`src/rtl/alu_seq_exec.sv`:
```
// Sequential ALU execute stage: single-cycle add/sub/logic, iterative shifter with start/busy/done.
// Optional macro ALU_SEQ_MULTISHIFT_EN lets each shift cycle move up to 4 bits instead of 1.
module alu_seq_exec #(
  parameter int WIDTH = 32,
  parameter int SHW   = $clog2(WIDTH)
) (
  input  logic             clk,
  input  logic             rst_n,
  input  logic             start,
  input  logic [3:0]       alu_ctrl,
  input  logic [WIDTH-1:0] op_a,
  input  logic [WIDTH-1:0] op_b,
  output logic             busy,
  output logic             done,
  output logic [WIDTH-1:0] result,
  output logic             zero
);

  typedef enum logic {IDLE, SHIFT} state_e;
  typedef enum logic [1:0] {SH_LL, SH_RL, SH_RA} shkind_e;

  state_e           state_q;
  shkind_e          kind_q;
  shkind_e          kindIn;
  logic [WIDTH-1:0] shreg_q;
  logic [SHW-1:0]   cnt_q;
  logic             busy_q;
  logic             done_q;
  logic [WIDTH-1:0] result_q;
  logic             zero_q;

  logic [SHW-1:0]   shAmt;
  logic [WIDTH-1:0] aluRes;
  logic             needShift;
  logic [2:0]       step;
  logic [WIDTH-1:0] shNext;

  assign shAmt = op_b[SHW-1:0];

  always_comb begin
    aluRes    = '0;
    needShift = 1'b0;
    kindIn    = SH_LL;
    case (alu_ctrl)
      4'b0000: aluRes = op_a + op_b;
      4'b0001: aluRes = op_a - op_b;
      4'b0010: begin aluRes = op_a; needShift = (shAmt != '0); kindIn = SH_LL; end
      4'b0011: begin aluRes = op_a; needShift = (shAmt != '0); kindIn = SH_RL; end
      4'b0100: begin aluRes = op_a; needShift = (shAmt != '0); kindIn = SH_RA; end
      4'b0101: aluRes = op_a & op_b;
      4'b0110: aluRes = op_a | op_b;
      4'b0111: aluRes = op_a ^ op_b;
      default: aluRes = '0;
    endcase
  end

`ifdef ALU_SEQ_MULTISHIFT_EN
  assign step = (cnt_q > SHW'(4)) ? 3'd4 : cnt_q[2:0];
`else
  assign step = 3'd1;
`endif

  always_comb begin
    shNext = shreg_q;
    case (kind_q)
      SH_LL:   shNext = shreg_q << step;
      SH_RL:   shNext = shreg_q >> step;
      SH_RA:   shNext = $unsigned($signed(shreg_q) >>> step);
      default: shNext = shreg_q;
    endcase
  end

  // Counter holds remaining bits; the edge that drains it also publishes the result.
  always_ff @(posedge clk or negedge rst_n) begin
    if (!rst_n) begin
      state_q  <= IDLE;
      kind_q   <= SH_LL;
      shreg_q  <= '0;
      cnt_q    <= '0;
      busy_q   <= 1'b0;
      done_q   <= 1'b0;
      result_q <= '0;
      zero_q   <= 1'b1;
    end else begin
      done_q <= 1'b0;
      case (state_q)
        IDLE: begin
          if (start) begin
            if (needShift) begin
              shreg_q <= op_a;
              cnt_q   <= shAmt;
              kind_q  <= kindIn;
              busy_q  <= 1'b1;
              state_q <= SHIFT;
            end else begin
              result_q <= aluRes;
              zero_q   <= (aluRes == '0);
              done_q   <= 1'b1;
            end
          end
        end
        SHIFT: begin
          shreg_q <= shNext;
          cnt_q   <= cnt_q - SHW'(step);
          if (cnt_q == SHW'(step)) begin
            result_q <= shNext;
            zero_q   <= (shNext == '0);
            done_q   <= 1'b1;
            busy_q   <= 1'b0;
            state_q  <= IDLE;
          end
        end
        default: begin
          state_q <= IDLE;
          busy_q  <= 1'b0;
        end
      endcase
    end
  end

  assign busy   = busy_q;
  assign done   = done_q;
  assign result = result_q;
  assign zero   = zero_q;

endmodule

```
`config.mk`:
```
export PLATFORM = sky130hd
export DESIGN_NAME = alu_seq_exec
export DESIGN_NICKNAME = d
export VERILOG_FILES = /design/src/rtl/alu_seq_exec.sv
export SDC_FILE = /design/constraint.sdc
export NUM_CORES = 1
export LEC_CHECK = 0
export ABC_AREA = 1
export ABC_CLOCK_PERIOD_IN_PS = 1820
export BUFFER_PORTS_ARGS = -buffer_cell sky130_fd_sc_hd__clkbuf_2
export CORE_ASPECT_RATIO = 0.7
export CORE_MARGIN = 2
export CORE_UTILIZATION = 53
export CTS_BUF_LIST = sky130_fd_sc_hd__clkbuf_16
export DETAILED_ROUTE_END_ITERATION = 16
export PLACE_DENSITY = 0.76
export SLEW_MARGIN = 30
export SYNTH_ARGS = -nofsm -noshare
export SYNTH_HDL_FRONTEND = slang
export SYNTH_SLANG_ARGS = --single-unit
```
`constraint.sdc`:
```
create_clock -name clk -period 1.82 [get_ports clk]
set_input_delay 0.546 -clock clk [delete_from_list [all_inputs] [get_ports clk]]
set_output_delay 0.546 -clock clk [all_outputs]
set_load 0.005 [all_outputs]
```
==> flow_summary.json, run 1 <==
{
  "ys_async_sr_fraction": 1.000,
  "cts_htree_levels": 3,
  "num_io_pins": 106,
  "yosysMostFrequentCell": "nand2_1",
  "start_util": 0.5431,
  "synth_common_cells": "nand2_1 (449), inv_1 (257), nor2_1 (148)",
  "endpoint_type": "sequential cell input",
  "yosys-top-cells-area": "dfrtp_1 (20%), nand2_1 (18%), ha_1 (13%), inv_1 (10%), nor2_1 (5.9%)",
  "fp.dieH_um": 115.1,
  "grt_max_degree": 48,
  "synth_top_flop_cell": "dfrtp_1",
  "place_ws_ns": -2.320,
  "overflow": 26,
  "error": "[ERROR GRT-0232] Routing congestion too high. Check the congestion heatmap in the GUI.",
  "rows": 40,
  "grt-worst-endpoint": "zero$_DFFE_PN1P_/D",
  "outcome": "stopped before the end",
  "yosysTopAreaCellShare": 0.1980,
  "grt.total_usage": 0.7554,
  "clk_path_buf_depth": 2,
  "synth.avg_cell_area_um2": 6.339,
  "syn-num-nets": 1646,
  "hpwl_mm": 29.89,
  "cts.sinks": 75,
  "cts_hold_buf": 0,
  "ys_seq_area_frac": 0.2009,
  "synth-edff-count": 0,
  "clockRootBuffer": "clkbuf_16",
  "gp_congestion": 1.034,
  "yosysTopAreaCell": "dfrtp_1",
  "synth.distinct_cells": 49,
  "dieWidth_um": 162.8,
  "cts_inserted_buffers": 9,
  "syn-instance-count": 1475,
  "ys.warnings.count": 0,
  "haltStage": "global routing",
  "portBuffers": 105,
  "synth-seq-cells": 75,
  "synth_area_um2": 9350
}
==> cells by family after synthesis <==
group                      synth area share
xor gates and xnor gates            0.02716
buffers and inverters                0.1326
DFF                                  0.2009
AOI/OAI and AO/OA                    0.1729
adders and majority gates            0.1346
and+or+nand+nor                      0.3319
==> stage by stage <==
step	TNS, ns	instance area (um^2)	std cells
3_5_place_dp	-77.43	12880	2099
3_3_place_gp	-75.39	12880	2099
2_1_floorplan	-33.91	9701	1475
4_1_cts	-41.41	14650	2161
==> layer usage <==
layer  global-route usage  overflow
met1               0.7711         0
met2               0.9138        16
met3               0.6198         0
met4               0.7322        10
met5               0.2096         0
==> repair_timing <==
item / 4_1_cts
buffers inserted: 44
pin swaps: 133
gates cloned: 4
endpoints found under the setup margin: 74
gates resized for setup: 290
==> run 2: changes to the inputs <==
- ABC_CLOCK_PERIOD_IN_PS: 1820 -> 2400
- CORE_ASPECT_RATIO: 0.7 -> unset
- CORE_UTILIZATION: 53 -> 38
- CTS_BUF_LIST: sky130_fd_sc_hd__clkbuf_16 -> unset
- PLACE_DENSITY: 0.76 -> unset
- PLACE_DENSITY_LB_ADDON: unset -> 0.15
- clock period: 1.82 -> 2.4 ns (I/O delays scaled with it)
==> run 2 against run 1 <==
The flow now finishes, with violations (setup timing). Synthesized cell count is the same. Synthesized area did not move.
==> flow_summary.json, run 2 <==
{
  "outcome": "finished with violations",
  "violations": "setup timing",
  "reg2regPathDepth": 10,
  "crit_required_ns": 2.66,
  "cts.clk_slew.worst_paths_ns": 0.06,
  "via_count": 11310,
  "syn-num-nets": 1646,
  "synth_top_flop_cell": "dfrtp_1",
  "worst_pin_slew_ns": 0.5598,
  "ys_async_sr_fraction": 1.000,
  "grt_pass1_vias": 10710,
  "synth_common_cells": "nand2_1 (449), inv_1 (257), nor2_1 (148)",
  "gp_congestion": 0.9476,
  "drv_slew": 0,
  "rows": 57,
  "drt-wirelength-per-cell_um": 16.57,
  "nNetsFinal": 2074,
  "drt-pass1-iter-count": 5,
  "path_max_fanout": 4,
  "leakagePower_nw": 7.661,
  "muxShareOfSynthArea": 0,
  "final-instance-count-excl-fill": 2232,
  "design.core.area_um2": 24250,
  "portBuffers": 105,
  "clock_latency_ns": 0.33,
  "final_common_cell": "buf_4",
  "worstPathArrival_ns": 4.17,
  "fp.dieH_um": 160.9,
  "antenna_found_initial": 0,
  "synth-edff-count": 0,
  "setup_viol": 29,
  "cts_htree_levels": 3,
  "cts_inserted_buffers": 9,
  "ys.warnings.count": 0,
  "n_antenna_cell": 0,
  "cp-end-kind": "flip-flop",
  "wirelength_mm": 36.98,
  "hp-class": "in -> async",
  "dieWidth_um": 160.9,
  "post-route-min-period_ns": 3.904,
  "start_util": 0.3856,
  "rsz0062_at_grt": "true",
  "synth_area_um2": 9350,
  "overflow": 0,
  "drtIter0Drc": 677,
  "grt_pass1_wl_mm": 56.64,
  "synth.distinct_cells": 49,
  "peakVddDrop_mv": 0.4923,
  "via_per_inst": 5.067,
  "setup_tns_ns": -28.66,
  "num_io_pins": 106,
  "yosys-top-cells-area": "dfrtp_1 (20%), nand2_1 (18%), ha_1 (13%), inv_1 (10%), nor2_1 (5.9%)",
  "clk_path_buf_depth": 2,
  "syn_to_final_growth_pct": 59.32,
  "clockRootBuffer": "clkbuf_16",
  "synth_xor_area_frac": 0.02716,
  "dieArea_um2": 25880,
  "fin_crit_sh": 1.627,
  "cp-start-kind": "input port",
  "grt_max_degree": 48,
  "synth_adder_area_share": 0.1346,
  "hpwl_mm": 29.59,
  "grt.total_usage": 0.2777,
  "crit_type": "in -> reg",
  "power-per-cell-area_nw_per_um2": 616.2,
  "dp.cells": 2178,
  "p_total_mw": 9.179,
  "cap_violations": 0,
  "yosysTopAreaCell": "dfrtp_1",
  "synth-seq-cells": 75,
  "yosysTopAreaCellShare": 0.1980,
  "layout_setup_ws_ns": -1.504,
  "place_ws_ns": -1.960,
  "cts_tree": "yes",
  "synth_top_family_by_area": "simple AND/OR/NAND/NOR gates",
  "hold_violations": 0,
  "cts.sinks": 75,
  "drc": 0,
  "synth.avg_cell_area_um2": 6.339,
  "fillers": 2199,
  "synth_compound_area_frac": 0.1729,
  "max_freq_ghz": 0.2561,
  "layout_common_cells": "buf_4 (314), nand2_1 (312), inv_1 (223)",
  "antenna_left": 0,
  "synth-simple-area-share": 0.3319,
  "relSlewSlack": 0.6268,
  "finClkSkew_ns": 0.005255,
  "ys_seq_area_frac": 0.2009,
  "syn-instance-count": 1475,
  "cts_hold_buf": 0,
  "drive_gt1_frac": 0.4450,
  "yosysMostFrequentCell": "nand2_1"
}
[run 2: cell counts after synthesis]
No cell type changed its count.
[run 2: cell families after synthesis]
| kind of cell | after synthesis |
|---|---|
| compound gates | 221 |
| xor+xnor | 29 |
| fa+ha+maj | 100 |
| buf+inv | 310 |
| flops | 75 |
| simple gates | 740 |
[run 2: worst max-delay path, cell delays in order]
cell and delay (ns):
clkbuf_16 0.14, inv_16 0.05, ha_4 0.11, inv_2 0.04, nor3_4 0.13, nand2_2 0.11
nor3_4 0.15, nor3b_4 0.27, nand3_2 0.12, inv_2 0.09, nand3_2 0.08, o21ai_2 0.20
xor2_1 0.18, ha_1 0.31, nand2_2 0.15, nor2_1 0.06, nor2_1 0.15, nand2_1 0.09
a21oi_1 0.15, nand3_2 0.11, nand3_4 0.09, nand2_2 0.06, nor2_1 0.12, nand2_1 0.08
nor2_1 0.09, nand4_1 0.14, a21oi_2 0.17
[run 2: layer usage]
| layer | track usage | wire length (um) | vias up |
|---|---|---|---|
| li1 | - | - | 5677 |
| met1 | 0.3967 | 16740 | 5205 |
| met2 | 0.4360 | 16900 | 370 |
| met3 | 0.02712 | 2249 | 57 |
| met4 | 0.09943 | 1092 | 0 |
| met5 | 0 | 0 | - |
[run 2: stage by stage]
stage          instance area (um^2)  hold WS, ns    util
3_3_place_gp                  12790       0.4749  0.5273
2_1_floorplan                  9565       0.4244       -
3_5_place_dp                  12790       0.4794  0.5273
5_1_grt                       14900       0.4084  0.6143
4_1_cts                       13940       0.3873  0.5747
6_report                      14900       0.3731  0.6143
[run 2: area by class of cell]
cell class	instances	area [um^2]	area share
clock buffers	11	252.7	0.01697
clock inverters	5	27.53	0.001848
inverters	265	1028	0.06904
multi-input cells	1090	7749	0.5202
flip-flops and latches	75	1878	0.1261
well taps	324	405.4	0.02721
repair buffers	462	3556	0.2387
[run 2: worst paths after layout]
check	startpoint	to	slack [ns]
setup / recovery	op_b[0]	zero	-1.50
hold / removal	rst_n	cnt_q[2]	0.37
setup reg to reg	kind_q[0]	zero	0.12
hold reg to reg	busy	busy	0.49
max in group asynchronous	rst_n	shreg_q[14]	1.45
min in group clk	busy	busy	0.49
[run 2: power by group]
| group | internal, mW | switching (mW) | total, mW |
|---|---|---|---|
| Sequential | 1.86 | 0.395 | 2.26 |
| Combinational | 2.42 | 3.24 | 5.65 |
| Clock | 0.749 | 0.520 | 1.27 |
| Total | 5.03 | 4.15 | 9.18 |
[run 2: repair_timing]
| action | CTS | global route |
|---|---|---|
| setup endpoints to repair | 31 | 32 |
| gates resized for setup | 191 | 217 |
| buffers inserted | 17 | 29 |
| pin swaps | 89 | 129 |
(Power assumes the default switching activity.)
==> run 3: changes to the inputs <==
- PLACE_DENSITY: unset -> 0.54
- PLACE_DENSITY_LB_ADDON: 0.15 -> unset
==> run 3 against run 2 <==
The flow still finishes with violations (setup timing). Register-to-register slack better by 0.03 ns. Via count is 1.7% higher. Critical path depth is 2 higher. Maximum frequency decreased by 3.4%. Total power up 2.8%. Critical endpoint unchanged. Largest power group unchanged.
==> flow_summary.json, run 3 (synthesis results as in run 2) <==
{
  "outcome": "finished with violations",
  "violations": "setup timing",
  "hp-class": "in -> async",
  "place_ws_ns": -2.086,
  "leakagePower_nw": 7.907,
  "path_max_fanout": 4,
  "r2r_start": "kind_q[0]",
  "via_count": 11510,
  "cp-end-kind": "flip-flop",
  "multi_input_area_um2": 8039,
  "grt_pass1_wl_mm": 57.72,
  "reg2regPathDepth": 10,
  "cts_htree_levels": 3,
  "slowest_stage": "ha_1",
  "fin_crit_sh": 1.684,
  "worstPathArrival_ns": 4.31,
  "layout_setup_ws_ns": -1.642,
  "n_antenna_cell": 0,
  "grt.total_usage": 0.2851,
  "relSlewSlack": 0.5656,
  "drt-pass1-iter-count": 5,
  "crit_required_ns": 2.66,
  "rsz0062_at_grt": "true",
  "num_io_pins": 106,
  "cts.sinks": 75,
  "wirelength_mm": 38.53,
  "p_total_mw": 9.439,
  "max_freq_ghz": 0.2474,
  "design.core.area_um2": 24250,
  "design_area_um2": 15430,
  "layout_common_cells": "buf_4 (321), nand2_1 (292), inv_1 (221)",
  "portBuffers": 105,
  "final_common_cell": "buf_4",
  "hold_violations": 0,
  "cap_violations": 0,
  "cts_inserted_buffers": 9,
  "clockRootBuffer": "clkbuf_16",
  "fillers": 2177,
  "power-per-cell-area_nw_per_um2": 611.7,
  "grt_max_degree": 40,
  "syn_to_final_growth_pct": 65.05,
  "crit_type": "in -> reg",
  "drc": 0,
  "antenna_found_initial": 0,
  "overflow": 0,
  "fp.dieH_um": 160.9,
  "rows": 57,
  "cts_hold_buf": 0,
  "clock_latency_ns": 0.33,
  "clk_path_buf_depth": 2,
  "antenna_left": 0,
  "r2r_slack_ns": 0.15,
  "hpwl_mm": 30.84,
  "worst_pin_slew_ns": 0.6508,
  "via_per_inst": 5.098,
  "finClkSkew_ns": 0.005429,
  "drt-wirelength-per-cell_um": 17.07,
  "drive_gt1_frac": 0.4718,
  "ff_latch_area_um2": 1878,
  "post-route-min-period_ns": 4.042,
  "gp_congestion": 0.9974,
  "drtIter0Drc": 703,
  "place_area_um2": 12910,
  "cts_tree": "yes",
  "peakVddDrop_mv": 0.6031,
  "max_stage_delay_ns": 0.40,
  "path_buf_inv": 6,
  "nNetsFinal": 2100,
  "dieArea_um2": 25880,
  "grt_pass1_vias": 10850,
  "drv_slew": 0,
  "r2r-end": "zero",
  "final_core_utilization": 0.6364,
  "cts.clk_slew.worst_paths_ns": 0.06,
  "cp-start-kind": "input port",
  "path_delay_family": "simple AND/OR/NAND/NOR gates",
  "setup_viol": 32,
  "dieWidth_um": 160.9,
  "start_util": 0.3856
}
[run 3: metal layers]
metal / routed length, um / track usage
met5: 0 / 0
met3: 1730 / 0.01550
met2: 18160 / 0.4682
met1: 17710 / 0.4069
met4: 931 / 0.07955
[run 3: timing repair]
action / CTS / global route
buffers inserted: 29 / 34
pin swaps: 79 / 171
gates resized for setup: 257 / 249
hold endpoints to repair: 0 / 0
endpoints found under the setup margin: 32 / 65
[run 3: worst max-delay path by stage]
| stage | start | to | cells past startpoint |
|---|---|---|---|
| after CTS | op_b[0] | zero | 28 |
| final | op_b[0] | zero | 29 |
| after floorplan | op_b[0] | zero | 28 |
| after global routing | op_b[0] | zero | 29 |
| after detailed placement | op_b[0] | zero | 26 |
| after global placement | op_b[0] | zero | 26 |
[run 3: where the power goes]
group | leakage, nW | internal [mW] | switching [mW]
Combinational | 6.86 | 2.57 | 3.40
Sequential | 0.917 | 1.86 | 0.381
Clock | 0.130 | 0.716 | 0.510
[run 3: final cells by class]
cell class	count	share of cell area
clock buffer	10	0.01549
clock inverter	5	0.001946
inverter	265	0.06754
multi-input combinational	1090	0.5209
sequential	75	0.1217
tap	324	0.02627
timing repair buffer	488	0.2461
[run 3: per-stage QoR]
step | hold WS, ns | cells | setup TNS, ns
3_3_place_gp | 0.4573 | 2201 | -53.86
3_5_place_dp | 0.4629 | 2201 | -54.96
4_1_cts | 0.3478 | 2239 | -28.71
5_1_grt | 0.3603 | 2257 | -34.88
2_1_floorplan | 0.4244 | 1475 | -17.70
6_report | 0.3342 | 2257 | -30.16
[run 3: worst register-to-register path: cells and delay by family (launching register included)]
| family | cells | cell delay, ns |
|---|---|---|
| AOI/OAI and AO/OA | 3 | 0.41 |
| DFF | 1 | 0.43 |
| buffers and inverters | 1 | 0.18 |
| and+or+nand+nor | 6 | 1.15 |
==> run 4: changes to the inputs <==
- MAX_ROUTING_LAYER: unset -> met4
==> run 4 against run 3 <==
Final cell count is 0.62% higher. Clock power rose by 9.8%. Non-clock buffer count increased by 13. Critical path type unchanged. Worst hold slack improved by 0.023 ns. Sequential cell count unchanged. Cell area down 0.59%. Routed wire length about the same. Sequential share of layout area is 0.072 points higher. Clock-buffer cell count rose by 3. Global-route usage up 0.74 points. The flow still finishes with violations (setup timing). First-iteration DRC count rose by 15%.
==> flow_summary.json, run 4 (synthesis results as in run 2) <==
{
  "antenna_left": 0,
  "portBuffers": 105,
  "dp.cells": 2199,
  "post-route-min-period_ns": 4.037,
  "design.core.area_um2": 24250,
  "cp-end-kind": "flip-flop",
  "setup_viol": 32,
  "max_stage_delay_ns": 0.35,
  "nNetsFinal": 2114,
  "grt.total_usage": 0.2926,
  "drtIter0Drc": 809,
  "slowest_stage": "ha_1",
  "switching_share": 0.4452,
  "path_delay_family": "simple AND/OR/NAND/NOR gates",
  "hpwl_mm": 30.38,
  "clockRootBuffer": "clkbuf_16",
  "cap_violations": 0,
  "max_freq_ghz": 0.2477,
  "cp-start-kind": "input port",
  "final_core_utilization": 0.6327,
  "antenna_found_initial": 0,
  "critPathLaunch": "op_b[0]",
  "leakagePower_nw": 7.949,
  "hold_violations": 0,
  "multi_input_area_um2": 7909,
  "n_antenna_cell": 0,
  "start_util": 0.3856,
  "rsz0062_at_grt": "true",
  "ff_latch_area_um2": 1878,
  "clock_latency_ns": 0.33,
  "drv_slew": 0,
  "worstPathArrival_ns": 4.28,
  "wirelength_mm": 38.52,
  "cts.clk_slew.worst_paths_ns": 0.06,
  "reg2regPathDepth": 10,
  "crit_end": "result[30]",
  "peakVddDrop_mv": 0.5992,
  "grt_pass1_vias": 10880,
  "cts_htree_levels": 3,
  "cts_tree": "yes",
  "dieArea_um2": 25880,
  "violations": "setup timing",
  "pwr-share-clk": 0.142,
  "via_per_inst": 5.050,
  "drive_gt1_frac": 0.4669,
  "power_switching_mw": 4.227,
  "grt_pass1_wl_mm": 57.64,
  "r2r_slack_ns": 0.17,
  "finClkSkew_ns": 0.005994,
  "dieWidth_um": 160.9,
  "clk_path_buf_depth": 2,
  "drt-pass1-iter-count": 5,
  "layout_setup_ws_ns": -1.637,
  "syn_to_final_growth_pct": 64.07,
  "layout_common_cells": "buf_4 (349), nand2_1 (297), inv_1 (220)",
  "rows": 57,
  "crit_type": "in -> reg",
  "crit_required_ns": 2.65,
  "num_io_pins": 106,
  "drt-wirelength-per-cell_um": 16.96,
  "p_total_mw": 9.493,
  "fin_crit_sh": 1.682,
  "fin_hold_ws_ns": 0.3575,
  "design_area_um2": 15340,
  "hp-class": "in -> async",
  "final-instance-count-excl-fill": 2271,
  "r2r_start": "kind_q[0]",
  "outcome": "finished with violations",
  "cts_inserted_buffers": 9,
  "grt_max_degree": 40,
  "relSlewSlack": 0.5960,
  "final_common_cell": "buf_4",
  "overflow": 0,
  "path_buf_inv": 8,
  "p_int_mw": 5.266,
  "cts.sinks": 75,
  "path_max_fanout": 3,
  "fillers": 2182,
  "place_ws_ns": -2.125,
  "worst_pin_slew_ns": 0.6061,
  "fp.dieH_um": 160.9,
  "p_comb_frac": 0.622,
  "power-per-cell-area_nw_per_um2": 618.8,
  "crit_cells": 29,
  "sequentialPowerShare": 0.236,
  "place_area_um2": 12880,
  "via_count": 11470,
  "cts_hold_buf": 0,
  "setup_tns_ns": -31.13,
  "r2r-end": "zero",
  "gp_congestion": 1.003,
  "drc": 0
}
## run 4: changes by cell type in the layout (fill, tap and decap cells not counted), sizes merged
cell and change:
buf +12, bufinv +1, clkbuf +4, clkinv -3
clkinvlp -2, inv +1, nand2 +1
## run 4: timing repair
action / in CTS / in global routing
buffers inserted: 29 / 35
endpoints found under the hold margin: 0 / 0
gates cloned: 1 / 0
endpoints found under the setup margin: 63 / 67
pin swaps: 60 / 169
gates resized for setup: 172 / 286
## run 4: layer usage
metal  GRT usage  vias to the layer above  part of all wire
met2      0.4705                      324              0.47
met5           -                        -                 0
met3     0.02867                       48             0.055
li1            -                     5734                 -
met4     0.07062                        0             0.023
met1      0.3973                     5362              0.45
## run 4: worst min path at each step
stage,start,endpoint,slack (ns),depth (start not counted)
after global routing,rst_n,cnt_q[3],0.40,1
final,rst_n,cnt_q[3],0.36,1
after CTS,rst_n,cnt_q[3],0.38,1
after global placement,result[31],result[31],0.46,2
after floorplan,rst_n,busy,0.42,0
after detailed placement,result[31],result[31],0.47,2
## run 4: power groups by stage
stage / registers (mW) / logic [mW] / clock network, mW
floorplan: 2.17 / 3.00 / 0
global placement: 2.24 / 4.95 / 0
detailed placement: 2.26 / 5.00 / 0
CTS: 2.25 / 5.31 / 1.38
global route: 2.32 / 6.46 / 1.42
finish: 2.24 / 5.91 / 1.35
## run 4: cell type report
class	instances	area share
Inverter	265	0.06778
Sequential cell	75	0.1224
Clock buffer	13	0.01696
Tap cell	324	0.02643
Multi-Input combinational cell	1091	0.5155
Clock inverter	2	0.002284
Timing Repair Buffer	501	0.2486
## run 4: worst register-to-register path, delay by kind of cell, from the launching register on
kind,cells,cell delay [ns]
simple gates,6,1.15
flops,1,0.43
buf+inv,1,0.16
compound gates,3,0.42
